### src/rtl/ins_fetch_unit.sv
`default_nettype none
// ============================================================================
// Module      : ins_fetch_unit
// Description : Dual-lane instruction fetch front end. Reads instruction
//               pairs from a synchronous instruction memory into a 2-entry
//               fetch buffer, tags each instruction with a branch id and
//               pushes up to two instructions per cycle into the instruction
//               queue. Handles halt and branch redirect.
// Revision    : 1.0 - initial release
// ============================================================================
module ins_fetch_unit #(
    parameter int TOTAL_IN  = 16,
    parameter int PC_WIDTH  = 8,
    parameter int BRANCH_ID = 3,
    parameter int RESET_PC  = 0
) (
    input  logic                 clk,
    input  logic                 rst,
    output logic                 imem_rd,
    output logic [PC_WIDTH-1:0]  imem_addr,
    input  logic [TOTAL_IN-1:0]  imem_data0,
    input  logic [TOTAL_IN-1:0]  imem_data1,
    input  logic [1:0]           q_free,
    output logic                 ins0_push,
    output logic                 ins1_push,
    output logic [TOTAL_IN-1:0]  ins0,
    output logic [TOTAL_IN-1:0]  ins1,
    output logic [PC_WIDTH-1:0]  ins0_pc,
    output logic [PC_WIDTH-1:0]  ins1_pc,
    output logic [BRANCH_ID-1:0] ins0_bid,
    output logic [BRANCH_ID-1:0] ins1_bid,
    input  logic                 redirect_valid,
    input  logic [PC_WIDTH-1:0]  redirect_pc,
    output logic                 halted
);

    localparam logic [3:0]          c_op_branch = 4'hB;
    localparam logic [3:0]          c_op_halt   = 4'hF;
    localparam logic [PC_WIDTH-1:0] c_reset_pc  = PC_WIDTH'(RESET_PC);

    localparam logic [0:0] c_st_fetch = 1'b0;
    localparam logic [0:0] c_st_halt  = 1'b1;

    logic [0:0]           r_state;
    logic [PC_WIDTH-1:0]  r_pc;
    logic [PC_WIDTH-1:0]  r_fetch_pc;
    logic                 r_inflight;
    logic [BRANCH_ID-1:0] r_bcnt;
    logic                 r_v0;
    logic                 r_v1;
    logic [TOTAL_IN-1:0]  r_ins0;
    logic [TOTAL_IN-1:0]  r_ins1;
    logic [PC_WIDTH-1:0]  r_pc0;
    logic [PC_WIDTH-1:0]  r_pc1;
    logic [BRANCH_ID-1:0] r_bid0;
    logic [BRANCH_ID-1:0] r_bid1;

    logic                 w_push0;
    logic                 w_push1;
    logic                 w_empty_next;
    logic                 w_rd;
    logic [3:0]           w_op0;
    logic [3:0]           w_op1;
    logic                 w_br0;
    logic                 w_br1;
    logic                 w_halt0;
    logic                 w_halt1;
    logic [BRANCH_ID-1:0] w_bid1_load;
    logic [BRANCH_ID-1:0] w_bcnt_load;

    // Push handshake, read issue and branch-tag arithmetic for returning data
    always_comb begin
        w_push0      = r_v0 && (q_free >= 2'd1) && !redirect_valid;
        // lane 1 only goes out together with lane 0 so queue order is kept
        w_push1      = r_v1 && (q_free >= 2'd2) && w_push0;
        w_empty_next = !r_v0 || (w_push0 && (!r_v1 || w_push1));
        // gated by rst so every output is quiet while reset is held
        w_rd         = !rst && (r_state == c_st_fetch) && !r_inflight &&
                       !redirect_valid && w_empty_next;

        w_op0        = imem_data0[TOTAL_IN-1 -: 4];
        w_op1        = imem_data1[TOTAL_IN-1 -: 4];
        w_halt0      = (w_op0 == c_op_halt);
        w_halt1      = (w_op1 == c_op_halt);
        w_br0        = (w_op0 == c_op_branch);
        // a lane 1 dropped behind a halt must not consume a branch tag
        w_br1        = (w_op1 == c_op_branch) && !w_halt0;
        w_bid1_load  = r_bcnt + BRANCH_ID'(w_br0);
        w_bcnt_load  = w_bid1_load + BRANCH_ID'(w_br1);
    end

    assign imem_rd   = w_rd;
    assign imem_addr = w_rd ? r_pc : '0;
    assign ins0_push = w_push0;
    assign ins1_push = w_push1;
    assign ins0      = r_ins0;
    assign ins1      = r_ins1;
    assign ins0_pc   = r_pc0;
    assign ins1_pc   = r_pc1;
    assign ins0_bid  = r_bid0;
    assign ins1_bid  = r_bid1;
    assign halted    = (r_state == c_st_halt);

    // Fetch state machine: redirect, memory return load, buffer drain
    always_ff @(posedge clk or posedge rst) begin
        if (rst) begin
            r_state    <= c_st_fetch;
            r_pc       <= c_reset_pc;
            r_fetch_pc <= '0;
            r_inflight <= 1'b0;
            r_bcnt     <= '0;
            r_v0       <= 1'b0;
            r_v1       <= 1'b0;
            r_ins0     <= '0;
            r_ins1     <= '0;
            r_pc0      <= '0;
            r_pc1      <= '0;
            r_bid0     <= '0;
            r_bid1     <= '0;
        end else if (redirect_valid) begin
            // data returning this cycle belongs to the wrong path and is dropped
            r_state    <= c_st_fetch;
            r_pc       <= redirect_pc;
            r_inflight <= 1'b0;
            r_v0       <= 1'b0;
            r_v1       <= 1'b0;
        end else begin
            r_inflight <= w_rd;
            if (w_rd) begin
                r_fetch_pc <= r_pc;
                r_pc       <= r_pc + PC_WIDTH'(2);
            end
            if (r_inflight) begin
                // a read is only issued when the buffer drains, so it is empty here
                r_ins0 <= imem_data0;
                r_pc0  <= r_fetch_pc;
                r_bid0 <= r_bcnt;
                r_v0   <= 1'b1;
                r_ins1 <= imem_data1;
                r_pc1  <= r_fetch_pc + PC_WIDTH'(1);
                r_bid1 <= w_bid1_load;
                r_v1   <= !w_halt0;
                r_bcnt <= w_bcnt_load;
                if (w_halt0 || w_halt1) begin
                    r_state <= c_st_halt;
                end
            end else if (w_push0) begin
                if (r_v1 && !w_push1) begin
                    // lane 1 moves forward so the oldest instruction is always lane 0
                    r_ins0 <= r_ins1;
                    r_pc0  <= r_pc1;
                    r_bid0 <= r_bid1;
                    r_v1   <= 1'b0;
                end else begin
                    r_v0 <= 1'b0;
                    r_v1 <= 1'b0;
                end
            end
        end
    end

endmodule
`default_nettype wire
### config.mk
export PLATFORM = sky130hd
export DESIGN_NAME = ins_fetch_unit
export DESIGN_NICKNAME = d
export VERILOG_FILES = /design/src/rtl/ins_fetch_unit.sv
export SDC_FILE = /design/constraint.sdc
export NUM_CORES = 1
export LEC_CHECK = 0
export BUFFER_PORTS_ARGS = -buffer_cell sky130_fd_sc_hd__buf_2
export CORE_ASPECT_RATIO = 1.25
export CORE_MARGIN = 2
export CORE_UTILIZATION = 46
export DETAILED_ROUTE_END_ITERATION = 12
export GPL_ROUTABILITY_DRIVEN = 0
export HOLD_SLACK_MARGIN = 0.15
export PLACE_DENSITY = 0.77
export SYNTH_ARGS = -nofsm -noshare
export SYNTH_HDL_FRONTEND = slang
export SYNTH_SLANG_ARGS = --single-unit
### constraint.sdc
create_clock -name clk -period 1.9 [get_ports clk]
set_input_delay 0 -clock clk [delete_from_list [all_inputs] [get_ports clk]]
set_output_delay 0 -clock clk [all_outputs]
set_load 0.01 [all_outputs]
==> results.md, run 1 <==
* VDD IR-drop max at 0.000493 V
* FF-to-FF setup slack at 120 ps
* Clock transition at path regs at 80 ps
* Worst-Skew Late Latency at 350 ps
* Routed vias at 3180
* Max Cap Viol at 0
* Total negative slack at 0 ps
* Post-DP HPWL at 5920 µm
* Fin area at 4940 µm²
* First-pass GRT wire length at around 15000 µm
* PwrDens at 1060 nW/µm²
* Max-slew violation count at 0
* Per-cell routed wire length at between 15 and 20 µm
* Slew of the pin with the lowest slew margin at 442 ps
* Final hold slack at 161 ps
* Setup violators final at 0
* Via/cell ratio at 5.21
* Clk sinks at 77
* TritonCTS buffer count at 9
* Pre-antenna DRT Iters at 4
* Largest net degree at the start of global routing at 55
* Status: completed
* Final net count at between 500 and 600
* Post-synth cell types at 32
* Die area at 8420 µm²
* Post-route worst setup slack at between 60 and 70 ps
* Syn Nets at 405
* Data required, critical path at approximately 1900 ps
* Fin util at between 60% and 70%
* Iteration-0 DRC Markers at 158
* Total grt overflow at 0
* CTS tree: done
* # DRC at 0
* H-tree levels at 3
* FP Rows at 35
* Starting Density at between 40% and 50%
* Lkg Pwr at 2.39 nW
* Startpoint type of the worst setup path: register
* Root buffer cell: clkbuf_8
* Sequential area share after synthesis at 54.4%
* Yosys Warn Count at 0
* Worst Setup End Kind: output pin
* Total GRT Usage at 22.7%
* Inserted Diodes at 0
* RR Startpoint: halted
* Final Hold Vio Count at 0
* Inst Count DP at 548
* PortBufs at 110
* Finished Layout Cells at 610
* Clk_skew at 13.0 ps
* Final period util at between 90 and 100%
* Top Ports at 111
* Max Fclk at 545 MHz
* Mean post-synth cell area at 10.0 µm²
* Kind of critical path: reg2out
* Vias in the first global route at 3065
* Initial antenna violation count at 0
* FF-to-FF path depth at 5
* RR Endpoint: r_pc[7]
* Area Growth Syn to Fin at 39.3%
* Post-route ant nets at 0
* Crit path arrival time at between 1500 and 2000 ps
* Tot Pwr at 5.24 mW
* Share of cells above drive strength 1 at 29.7%
* Worst min-delay path category: in2async
* Total Routed Length at between 9000 and 10000 µm
* Worst Setup Slack post-DPL at 175 ps
* Core area at 7400 µm²
* Area after DPL at 4230 µm²
* Largest fanout on the critical path at 16
* Flops & latches, synth at between 70 and 80
* Synth Cell Area at 3540 µm²
* Die X-Extent at 82.5 µm
* Max clock buf depth at 2
* Relative slew margins at 70.5%
* Die Ht at 102 µm
* Min cycle time layout at 1840 ps
* Cells after Synth at 354
-- routing by layer --
layer  wire length, µm  part of all wire [%]  vias up  GRT usage (%)
li1                  -                     -     1514              -
met1              3810                    41     1528           27.9
met2              4740                    51      108           37.0
met3               409                   4.4       30           4.15
met4               393                   4.2        0           13.6
met5                 0                     0        -              0
-- worst max path at each step --
| stage | cells past startpoint | start | to | slack, ps |
|---|---|---|---|---|
| detailed placement | 4 | halted | r_pc[7] | 180 |
| global route | 5 | r_v1 | imem_addr[7] | -10 |
| finish | 5 | r_v1 | imem_addr[7] | 60 |
| floorplan | 5 | r_inflight | r_pc[6] | 300 |
| global placement | 4 | r_inflight | r_fetch_pc[6] | 270 |
| CTS | 5 | halted | imem_addr[6] | 20 |
-- report_power, final --
part / leakage (nW) / internal, mW / total, mW / switching, mW
combinational: 1.34 / 0.651 / 1.38 / 0.726
clock: 0.120 / 0.879 / 1.50 / 0.620
sequential: 0.929 / 2.03 / 2.37 / 0.332
total: 2.39 / 3.57 / 5.24 / 1.68
-- layout by cell type (no fill, tap or decap), drive strengths merged, types with 2 or more instances in the layout --
cell / instances
nand4: 3
clkinvlp: 2
o211ai: 3
o21a: 2
and4: 2
a31oi: 2
inv: 2
nand2: 80
o21ai: 14
ha: 6
mux2i: 28
buf: 122
a21oi: 30
nor2: 37
xor2: 6
and2: 8
nand3: 7
mux2: 10
clkinv: 4
xnor2: 6
or3: 2
clkbuf: 9
bufinv: 3
dfrtp: 77
dlygate4sd3: 44
-- layout make-up --
type	instances	area [µm²]
Fill cell	557	2460
Sequential cell	77	1930
Multi-Input combinational cell	255	1520
Timing Repair Buffer	166	1110
Clock buffer	9	124
Clock inverter	7	124
Tap cell	92	115
Inverter	4	18.8
-- critical path: stages (launching register included) --
cell and delay [ps]:
dfrtp_1 410, nor2b_1 380, o21a_1 200, buf_4 220, and2_1 160, buf_2 130
-- Yosys cell counts, drive strengths merged --
cell type | instances | share of area [%]
nor4 | 1 | 0.60
nand4 | 3 | 0.53
inv | 3 | 0.32
nand4b | 1 | 0.25
clkbuf | 12 | 1.3
o211a | 1 | 0.28
xor2 | 6 | 1.5
nor3b | 1 | 0.21
and2 | 8 | 1.4
nand2 | 80 | 8.5
o21a | 2 | 0.42
nand3 | 7 | 0.99
and4 | 2 | 0.49
o21ai | 14 | 2.0
a21oi | 30 | 4.2
mux2 | 10 | 3.2
xnor2 | 6 | 1.5
o311ai | 1 | 0.25
a31oi | 2 | 0.35
or3 | 2 | 0.35
ha | 6 | 2.1
nand2b | 1 | 0.18
nor2 | 37 | 3.9
nor2b | 1 | 0.18
o211ai | 3 | 0.64
dfrtp | 77 | 54
mux2i | 28 | 7.9
buf | 6 | 1.4
clkinv | 1 | 0.11
and3 | 1 | 0.18
o2111ai | 1 | 0.42
-- registers in the layout (all words and copies together), names as in the netlist, 8 cells and up --
name        flops
ins0           16
ins0_pc         8
ins1_pc         8
ins1           16
r_pc            8
r_fetch_pc      8
-- cell families after synthesis --
family / count (synthesis) / share of synthesized area (%)
flip-flops: 77 / 54.4
AO/OA/AOI/OAI: 54 / 8.58
multiplexers: 38 / 11.1
buffers and inverters: 22 / 3.07
adder cells (fa/ha/maj): 6 / 2.12
AND/OR/NAND/NOR: 145 / 17.8
XOR/XNOR: 12 / 2.97
-- repair_timing --
action                                 CTS  global route
gates resized for setup                  0             0
setup buffers                            0             2
hold buffers                            44             0
setup endpoints to repair                0             7
endpoints found under the hold margin  122             0
Power figures use the tool's default switching activity.
==> run 2: changes to the inputs <==
--- a/config.mk
+++ b/config.mk
@@ -12,7 +12,7 @@
 export DETAILED_ROUTE_END_ITERATION = 12
 export GPL_ROUTABILITY_DRIVEN = 0
 export HOLD_SLACK_MARGIN = 0.15
-export PLACE_DENSITY = 0.77
+export PLACE_DENSITY = 0.76
 export SYNTH_ARGS = -nofsm -noshare
 export SYNTH_HDL_FRONTEND = slang
 export SYNTH_SLANG_ARGS = --single-unit
==> run 2 against run 1 <==
Net effect:
- setup slack better by 44 ps
- core utilization up 1.3 points
- via count up 2.4%
- worst hold slack better by 100 ps
- total power down 2.1%
- fmax up 2.5%
==> results.md, run 2 (synthesis gave the netlist of run 1 again) <==
* Status: completed (unchanged)
* FP Rows at 35 (unchanged)
* Via/cell ratio at 5.22 (was 5.21)
* WP buf/inv at 3 (was 2)
* Root buffer cell: clkbuf_8 (unchanged)
* Final hold slack at 262 ps (was 161 ps)
* Final net count at 577 (was 564)
* Final period util at 94.3% (was 96.6%)
* Worst min-delay path category: in2async (unchanged)
* Total GRT Usage at 23.1% (was 22.7%)
* Final Hold Vio Count at 0 (unchanged)
* Post-route ant nets at 0 (unchanged)
* CTS tree: done (unchanged)
* VDD IR-drop max at 0.000550 V (was 0.000493 V)
* Total negative slack at 0 ps (unchanged)
* Setup violators final at 0 (unchanged)
* Worst Setup End Kind: output pin (unchanged)
* Die area at 8420 µm² (unchanged)
* Min cycle time layout at 1790 ps (was 1840 ps)
* RSZ-0062 raised after global routing: false
* H-tree levels at 3 (unchanged)
* Data required, critical path at 1900 ps (about the same)
* Max clock buf depth at 2 (unchanged)
* Worst-Skew Late Latency at 340 ps (was 350 ps)
* Initial antenna violation count at 0 (unchanged)
* Tot Pwr at 5.13 mW (was 5.24 mW)
* First-pass GRT wire length at 14700 µm (was 14500 µm)
* Max-slew violation count at 0 (unchanged)
* Starting Density at 47.9% (unchanged)
* TritonCTS buffer count at 9 (unchanged)
* Die Ht at 102 µm (unchanged)
* Max incr delay on CP at 430 ps (was 410 ps)
* Relative slew margins at 70.8% (was 70.5%)
* Vias in the first global route at 3127 (was 3065)
* CP top delay family: flip-flops (was simple AND/OR/NAND/NOR gates)
* Total Routed Length at 9440 µm (was 9350 µm)
* Crit path arrival time at 1790 ps (was 1840 ps)
* Commonest cells after routing, fill and taps aside: 110 x buf_2, 80 x nand2_1, 76 x dfrtp_1 (unchanged)
* Clk_skew at 9.44 ps (was 13.0 ps)
* Critical path's slowest cell: dfrtp_2 (was dfrtp_1)
* Lkg Pwr at 2.44 nW (was 2.39 nW)
* Clk sinks at 77 (unchanged)
* PortBufs at 110 (unchanged)
* Area Growth Syn to Fin at 42.0% (was 39.3%)
* PwrDens at 1020 nW/µm² (was 1060 nW/µm²)
* Iteration-0 DRC Markers at 210 (was 158)
* Layout fillers at 540 (was 557)
* Startpoint type of the worst setup path: register (unchanged)
* Max Cap Viol at 0 (unchanged)
* Largest fanout on the critical path at 8 (was 16)
* Total grt overflow at 0 (unchanged)
* Max Fclk at 558 MHz (was 545 MHz)
* Post-DP HPWL at 6060 µm (was 5920 µm)
* Routed vias at 3256 (was 3180)
* Per-cell routed wire length at 15.1 µm (was 15.3 µm)
* Clock transition at path regs at 80 ps (about the same)
* Share of cells above drive strength 1 at 30.5% (was 29.7%)
* Top Ports at 111 (unchanged)
* Pre-antenna DRT Iters at 4 (unchanged)
* Most common cell after layout, fill and taps aside: buf_2 (unchanged)
* Core area at 7400 µm² (unchanged)
* Kind of critical path: reg2out (unchanged)
* # DRC at 0 (unchanged)
* Die X-Extent at 82.5 µm (unchanged)
* Critical path cell sequence: nor4_4, o21a_1, buf_6, buf_4, and2_1, buf_2 (was nor2b_1, o21a_1, buf_4, and2_1, buf_2)
* Largest net degree at the start of global routing at 55 (unchanged)
* Slew of the pin with the lowest slew margin at 437 ps (was 442 ps)
run 2: changes by cell type in the layout (fill, tap and decap cells not counted), moves of 2 or more:
cell           delta
clkinv_4          -2
buf_4             +7
dlygate4sd3_1     +5
clkinv_2          +2
run 2: per-stage QoR:
step | cell area (µm²) | std cells | util (%) | setup WS (ps)
2_1_floorplan | 3550 | 354 | - | 297
3_3_place_gp | 4240 | 549 | 57.3 | 268
3_5_place_dp | 4240 | 549 | 57.3 | 184
4_1_cts | 4960 | 615 | 67.0 | 22.2
5_1_grt | 5030 | 623 | 67.9 | 9.85
6_report | 5030 | 624 | 67.9 | 108
run 2: per-layer routing:
layer / track usage (%) / share of wire, % / vias to the layer above
met1: 28.7 / 41 / 1584
met3: 4.33 / 4.3 / 31
li1: - / - / 1536
met2: 38.5 / 52 / 105
met5: 0 / 0 / -
met4: 10.6 / 3.5 / 0
run 2: area by class of cell:
| cell class | instances | area, µm² | area share, % |
|---|---|---|---|
| Inverter | 4 | 18.8 | 0.373 |
| Tap cell | 92 | 115 | 2.29 |
| Clock buffer | 10 | 138 | 2.74 |
| Antenna cell | 1 | 2.50 | 0.0498 |
| Sequential cell | 77 | 1930 | 38.3 |
| Clock inverter | 6 | 86.3 | 1.72 |
| Timing Repair Buffer | 179 | 1220 | 24.3 |
| Multi-Input combinational cell | 255 | 1520 | 30.2 |
run 2: repair_timing:
item / in CTS / in global routing
hold endpoints to repair: 121 / 0
endpoints found under the setup margin: 8 / 8
gates resized for setup: 0 / 1
gates cloned: 0 / 0
hold buffers: 49 / 0
setup buffers: 1 / 8
pin swaps: 1 / 0
run 2: final timing paths:
| check | depth (start not counted) | from | to | slack (ps) |
|---|---|---|---|---|
| max in group asynchronous | 4 | rst | r_fetch_pc[0] | 1070 |
| max | 6 | r_inflight | imem_addr[1] | 110 |
| min reg2reg | 2 | ins1_pc[6] | ins1_pc[6] | 510 |
| min | 3 | rst | ins0_pc[1] | 260 |
| max reg2reg | 5 | r_inflight | r_v1 | 180 |
| min in group clk | 4 | imem_data1[7] | ins1[7] | 380 |
run 2: power by group:
part | total [mW] | leakage [nW] | switching [mW] | internal [mW]
logic | 1.40 | 1.40 | 0.732 | 0.669
registers | 2.37 | 0.929 | 0.335 | 2.04
clock network | 1.36 | 0.112 | 0.588 | 0.773
run 2: worst reg2reg max path: stages, from the launching register on:
cell and delay (ps):
dfrtp_2 400, buf_4 290, inv_1 170, nand3_1 110, a21oi_1 60, dlygate4sd3_1 580
